File: config.mk
export PLATFORM = sky130hd
export DESIGN_NAME = odd_parity_rx
export DESIGN_NICKNAME = d
export VERILOG_FILES = /design/src/rtl/odd_parity_pkg.sv /design/src/rtl/sync2.sv /design/src/rtl/odd_parity_rx.sv
export SDC_FILE = /design/constraint.sdc
export NUM_CORES = 1
export LEC_CHECK = 0
export CAP_MARGIN = 20
export CORE_UTILIZATION = 54
export CTS_CLUSTER_DIAMETER = 30
export DETAILED_ROUTE_END_ITERATION = 10
export PLACE_DENSITY = 0.77
export SLEW_MARGIN = 5
export SYNTH_ARGS = -nofsm -noshare
export SYNTH_HDL_FRONTEND = slang
export SYNTH_HIERARCHICAL = 1
export SYNTH_SLANG_ARGS = --single-unit
File: constraint.sdc
create_clock -name clk -period 2.5 [get_ports clk]
set_clock_uncertainty 0.2 [all_clocks]
set_input_delay 0.25 -clock clk [delete_from_list [all_inputs] [get_ports clk]]
set_output_delay 0.25 -clock clk [all_outputs]
set_load 0.05 [all_outputs]
File: src/rtl/odd_parity_pkg.sv
// rtl/odd_parity_pkg.sv - shared types, constants and parity helper for the odd-parity serial link
package odd_parity_pkg;

  localparam int DATA_BITS = 4;

  typedef enum logic [2:0] {
    ST_IDLE,
    ST_START,
    ST_DATA,
    ST_PARITY,
    ST_STOP,
    ST_BREAK
  } rx_state_e;

  // Parity bit that makes data^p == 0; the generator side uses the same helper.
  function automatic logic parity_of(input logic [DATA_BITS-1:0] nibble);
    return ^nibble;
  endfunction

endpackage

File: src/rtl/sync2.sv
// rtl/sync2.sv - generic 2-flop synchronizer with configurable reset value
module sync2 #(
  parameter logic RESET_VAL = 1'b1
) (
  input  logic clk,
  input  logic rst,
  input  logic d_i,
  output logic q_o
);

  logic meta_q;
  logic sync_q;

  // Two back-to-back flops to resolve metastability on an asynchronous input.
  always_ff @(posedge clk or posedge rst) begin
    if (rst) begin
      meta_q <= RESET_VAL;
      sync_q <= RESET_VAL;
    end else begin
      meta_q <= d_i;
      sync_q <= meta_q;
    end
  end

  assign q_o = sync_q;

endmodule

File: src/rtl/odd_parity_rx.sv
// rtl/odd_parity_rx.sv - serial receiver and checker for the 4-bit odd-parity frame
module odd_parity_rx
  import odd_parity_pkg::*;
#(
  parameter int CLKS_PER_BIT = 4
) (
  input  logic                 clk,
  input  logic                 rst,
  input  logic                 rx,
  output logic [DATA_BITS-1:0] data,
  output logic                 data_valid,
  output logic                 parity_err,
  output logic                 frame_err,
  output logic                 busy
);

  localparam int CNT_W    = $clog2(CLKS_PER_BIT);
  localparam int HALF_BIT = CLKS_PER_BIT / 2;

  generate
    if ((CLKS_PER_BIT < 2) || ((CLKS_PER_BIT % 2) != 0)) begin : g_bad_clks_per_bit
      $error("odd_parity_rx: CLKS_PER_BIT must be even and >= 2");
    end
  endgenerate

  localparam logic [CNT_W-1:0] HALF_LAST = CNT_W'(HALF_BIT - 1);
  localparam logic [CNT_W-1:0] FULL_LAST = CNT_W'(CLKS_PER_BIT - 1);
  localparam logic [1:0]       IDX_LAST  = 2'(DATA_BITS - 1);

  logic                 rx_q;
  logic                 rx_s;
  rx_state_e            state_q;
  logic [CNT_W-1:0]     cnt_q;
  logic [1:0]           idx_q;
  logic [DATA_BITS-1:0] shift_q;
  logic                 par_q;
  logic [DATA_BITS-1:0] data_q;
  logic                 data_valid_q;
  logic                 parity_err_q;
  logic                 frame_err_q;
  logic                 busy_q;
  logic                 half_tick_d;
  logic                 bit_tick_d;

  // Pin capture flop ahead of the synchronizer; rx_s reflects rx three edges later.
  always_ff @(posedge clk or posedge rst) begin
    if (rst) begin
      rx_q <= 1'b1;
    end else begin
      rx_q <= rx;
    end
  end

  sync2 #(
    .RESET_VAL(1'b1)
  ) u_rx_sync (
    .clk (clk),
    .rst (rst),
    .d_i (rx_q),
    .q_o (rx_s)
  );

  // Sample points: mid start bit after half a period, then once per full period.
  always_comb begin
    half_tick_d = (cnt_q == HALF_LAST);
    bit_tick_d  = (cnt_q == FULL_LAST);
  end

  // Receive FSM with bit-period counter, bit index, shift register and registered outputs.
  always_ff @(posedge clk or posedge rst) begin
    if (rst) begin
      state_q      <= ST_IDLE;
      cnt_q        <= '0;
      idx_q        <= '0;
      shift_q      <= '0;
      par_q        <= 1'b0;
      data_q       <= '0;
      data_valid_q <= 1'b0;
      parity_err_q <= 1'b0;
      frame_err_q  <= 1'b0;
      busy_q       <= 1'b0;
    end else begin
      data_valid_q <= 1'b0;
      case (state_q)
        ST_IDLE: begin
          if (!rx_s) begin
            state_q <= ST_START;
            cnt_q   <= '0;
            busy_q  <= 1'b1;
          end
        end
        ST_START: begin
          if (half_tick_d) begin
            cnt_q <= '0;
            if (!rx_s) begin
              state_q <= ST_DATA;
              idx_q   <= '0;
            end else begin
              // Start bit vanished by mid-bit: treat as a glitch.
              state_q <= ST_IDLE;
              busy_q  <= 1'b0;
            end
          end else begin
            cnt_q <= cnt_q + CNT_W'(1);
          end
        end
        ST_DATA: begin
          if (bit_tick_d) begin
            cnt_q   <= '0;
            shift_q <= {shift_q[DATA_BITS-2:0], rx_s};
            if (idx_q == IDX_LAST) begin
              state_q <= ST_PARITY;
            end else begin
              idx_q <= idx_q + 2'd1;
            end
          end else begin
            cnt_q <= cnt_q + CNT_W'(1);
          end
        end
        ST_PARITY: begin
          if (bit_tick_d) begin
            cnt_q   <= '0;
            par_q   <= rx_s;
            state_q <= ST_STOP;
          end else begin
            cnt_q <= cnt_q + CNT_W'(1);
          end
        end
        ST_STOP: begin
          if (bit_tick_d) begin
            cnt_q        <= '0;
            data_q       <= shift_q;
            data_valid_q <= 1'b1;
            parity_err_q <= parity_of(shift_q) ^ par_q;
            frame_err_q  <= !rx_s;
            if (rx_s) begin
              state_q <= ST_IDLE;
              busy_q  <= 1'b0;
            end else begin
              // Line stuck low: hold off start detection until it idles high.
              state_q <= ST_BREAK;
            end
          end else begin
            cnt_q <= cnt_q + CNT_W'(1);
          end
        end
        ST_BREAK: begin
          if (rx_s) begin
            state_q <= ST_IDLE;
            busy_q  <= 1'b0;
          end
        end
        default: begin
          state_q <= ST_IDLE;
          busy_q  <= 1'b0;
        end
      endcase
    end
  end

  assign data       = data_q;
  assign data_valid = data_valid_q;
  assign parity_err = parity_err_q;
  assign frame_err  = frame_err_q;
  assign busy       = busy_q;

endmodule

==> flow_summary.json, run 1 <==
{
  "outcome": "complete, no violations",
  "numCtsBuffers": 3,
  "yosys_warnings": 6,
  "place_hpwl_um": 1290,
  "setup_tns_ns": 0,
  "syn_inst": 106,
  "timing.slew.headroom": 0.483,
  "gp_congestion": 0.744,
  "grt_start_max_net_pins": 22,
  "clock-root-buffer": "clkbuf_4",
  "htreeDepth": 1,
  "ff2ff_setup_slack_ns": 0.34,
  "cts_sinks": 23,
  "grt_use_total": 0.188,
  "area_growth_pct": 11.1,
  "synth_area_leaders": "dfrtp_1 (44%), mux2_2 (8.9%), dfstp_2 (6.9%)",
  "synth_top_area_frac": 0.438,
  "ant_nets": 0,
  "yosysMostFrequentCell": "dfrtp_1",
  "via_count": 783,
  "fp.dieArea_um2": 2300,
  "hold_path_class": "in2async",
  "required_ns": 2.52,
  "rr_endpoint": "idx_q[0]$_DFFE_PP0P_",
  "antenna_cells": 0,
  "critPathCaptureType": "flop",
  "synth-seq-area-share": 0.507,
  "worst_pin_slew_ns": 0.775,
  "finalSetupViolCount": 0,
  "dr.pass1.iters": 4,
  "synth-main-ff-cell": "dfrtp_1",
  "synth_edf_count": 0,
  "post-cts-setup-buffers": 0,
  "slew_viol_final": 0,
  "num_io_pins": 11,
  "grt_pass1_wl_um": 2930,
  "wl_per_cell_um": 13.1,
  "worst_ep_arrival_time_ns": 2.18,
  "finalNonFillerCells": 141,
  "hold_buffers": 0,
  "core_um2": 1980,
  "cp-startpoint": "cnt_q[0]$_DFFE_PP0P_",
  "p_leak_nw": 0.575,
  "worst_r2r_path_depth": 5,
  "rr_startpoint": "cnt_q[0]$_DFFE_PP0P_",
  "io_buffers": 10,
  "fill_cells": 158,
  "powerDensity_nw_per_um2": 1040,
  "synth_area_um2": 1140,
  "synth_cell_type_count": 32,
  "place_inst": 137,
  "synth_common_cells": "dfrtp_1 (20), o21ai_0 (12), mux2_2 (9)",
  "rows": 16,
  "viasPerCell": 5.55,
  "die_w_um": 48.0,
  "cts_resized": 0,
  "layout_setup_ws_ns": 0.336,
  "fin_crit_sh": 0.865,
  "grt-ovfl-total": 0,
  "ys_async_sr_fraction": 1.00,
  "critical_path_class": "reg2reg",
  "fin_util": 0.640,
  "drtIter0Drc": 24,
  "drt-total-wl_um": 1850,
  "dp_slack_ns": 0.398,
  "fmax_mhz": 462,
  "avgSynthCellArea_um2": 10.8,
  "rsz0062_at_grt": "false",
  "clock_path_buffers": 2,
  "ir_drop_v": 0.000610,
  "cp_max_fo": 10,
  "seqCellArea_um2": 579,
  "layout.nets": 122,
  "path_clk_slew_ns": 0.13,
  "cts_tree": "built",
  "fin_crit_ns": 2.16,
  "postSynthNetCount": 113,
  "initial_core_util": 0.576,
  "start_kind": "flop",
  "synth_top_area_cell": "dfrtp_1",
  "final-hold-violation-count": 0,
  "drive_gt1_frac": 0.193,
  "antenna_found_initial": 0,
  "cap_violations": 0,
  "die_h_um": 48.0,
  "hold_ws_ns": 0.0692,
  "clock_latency_ns": 0.32,
  "synth-seq-cells": 23,
  "multi_input_area_um2": 498,
  "drc": 0,
  "grt_pass1_vias": 671
}
[logic make-up after synthesis]
kind of cell / share of synthesized area
muxes: 0.0986
and+or+nand+nor: 0.130
xor gates and xnor gates: 0.0307
buffers and inverters: 0.0570
AOI/OAI and AO/OA: 0.133
DFF: 0.507
adders and majority gates: 0.0438
[per-stage QoR]
stage,cell area (µm²),power [mW]
global route,1270,1.43
detailed placement,1240,1.15
finish,1270,1.32
CTS,1270,1.33
global placement,1240,1.13
floorplan,1140,1.04
[placed cells by master (no fill, tap or decap), types with 2 or more instances in the layout]
master           instances
dfrtp_1                 20
o21ai_0                 12
clkdlybuf4s50_1         10
mux2_2                   9
inv_1                    7
nand2_1                  7
a21oi_1                  6
nor2_1                   4
ha_1                     4
xnor2_1                  3
nor2b_1                  3
clkbuf_4                 3
dfstp_2                  3
nand2b_1                 2
nor3_2                   2
nand3b_1                 2
nor3_1                   2
[registers in the layout, indices dropped and copies added (netlist names), 2 cells and up]
signal and cells:
data 4, shift_q 4, state_q 3, cnt_q 2, idx_q 2
[worst max-delay path, stage by stage, from the launching register on]
cell	delay (ns)
dfrtp_1	0.49
ha_1	0.39
nand2_2	0.12
o32a_1	0.31
nor3_2	0.20
mux2_1	0.34
[report_power, final]
part | leakage, nW | total [mW] | switching (mW) | internal, mW
Clock | 0.0177 | 0.174 | 0.114 | 0.0599
Combinational | 0.260 | 0.543 | 0.299 | 0.244
Sequential | 0.298 | 0.605 | 0.141 | 0.463
[final cells by class]
| type | count | share of cell area |
|---|---|---|
| flip-flops and latches | 23 | 0.457 |
| inverters | 8 | 0.0237 |
| multi-input cells | 69 | 0.393 |
| repair buffers | 10 | 0.0789 |
| clock inverters | 1 | 0.00394 |
| well taps | 27 | 0.0266 |
| clock buffers | 3 | 0.0178 |
[how the worst max path moves through the flow]
| stage | to | slack (ns) |
|---|---|---|
| 2_1_floorplan | idx_q[0]$_DFFE_PP0P_ | 0.61 |
| 3_3_place_gp | idx_q[0]$_DFFE_PP0P_ | 0.48 |
| 3_5_place_dp | idx_q[0]$_DFFE_PP0P_ | 0.40 |
| 4_1_cts | idx_q[0]$_DFFE_PP0P_ | 0.35 |
| 5_1_grt | idx_q[0]$_DFFE_PP0P_ | 0.23 |
| 6_report | idx_q[0]$_DFFE_PP0P_ | 0.34 |
[per-layer routing]
layer,vias up,wire length [µm],global-route usage,share of wire
met5,-,0,0,0
met4,0,26,0.100,0.014
met3,4,59,0.0340,0.032
met2,20,845,0.284,0.46
met1,377,923,0.257,0.50
li1,382,-,-,-
Note: power is estimated with default switching activity, not from simulation.
==> run 2: changes to the inputs <==
--- a/config.mk
+++ b/config.mk
@@ -7,7 +7,7 @@
 export LEC_CHECK = 0
 export CAP_MARGIN = 20
 export CORE_UTILIZATION = 54
-export CTS_CLUSTER_DIAMETER = 30
+export CTS_CLUSTER_DIAMETER = 50
 export DETAILED_ROUTE_END_ITERATION = 10
 export PLACE_DENSITY = 0.77
 export SLEW_MARGIN = 5
==> results of run 2 <==
Same layout as run 1: the final DEF is identical, and so are final timing and power.
==> run 3: changes to the inputs <==
--- a/config.mk
+++ b/config.mk
@@ -15,3 +15,4 @@
 export SYNTH_HDL_FRONTEND = slang
 export SYNTH_HIERARCHICAL = 1
 export SYNTH_SLANG_ARGS = --single-unit
+export TNS_END_PERCENT = 100
==> results of run 3 <==
Same layout as run 1: the final DEF is identical, and so are final timing and power.
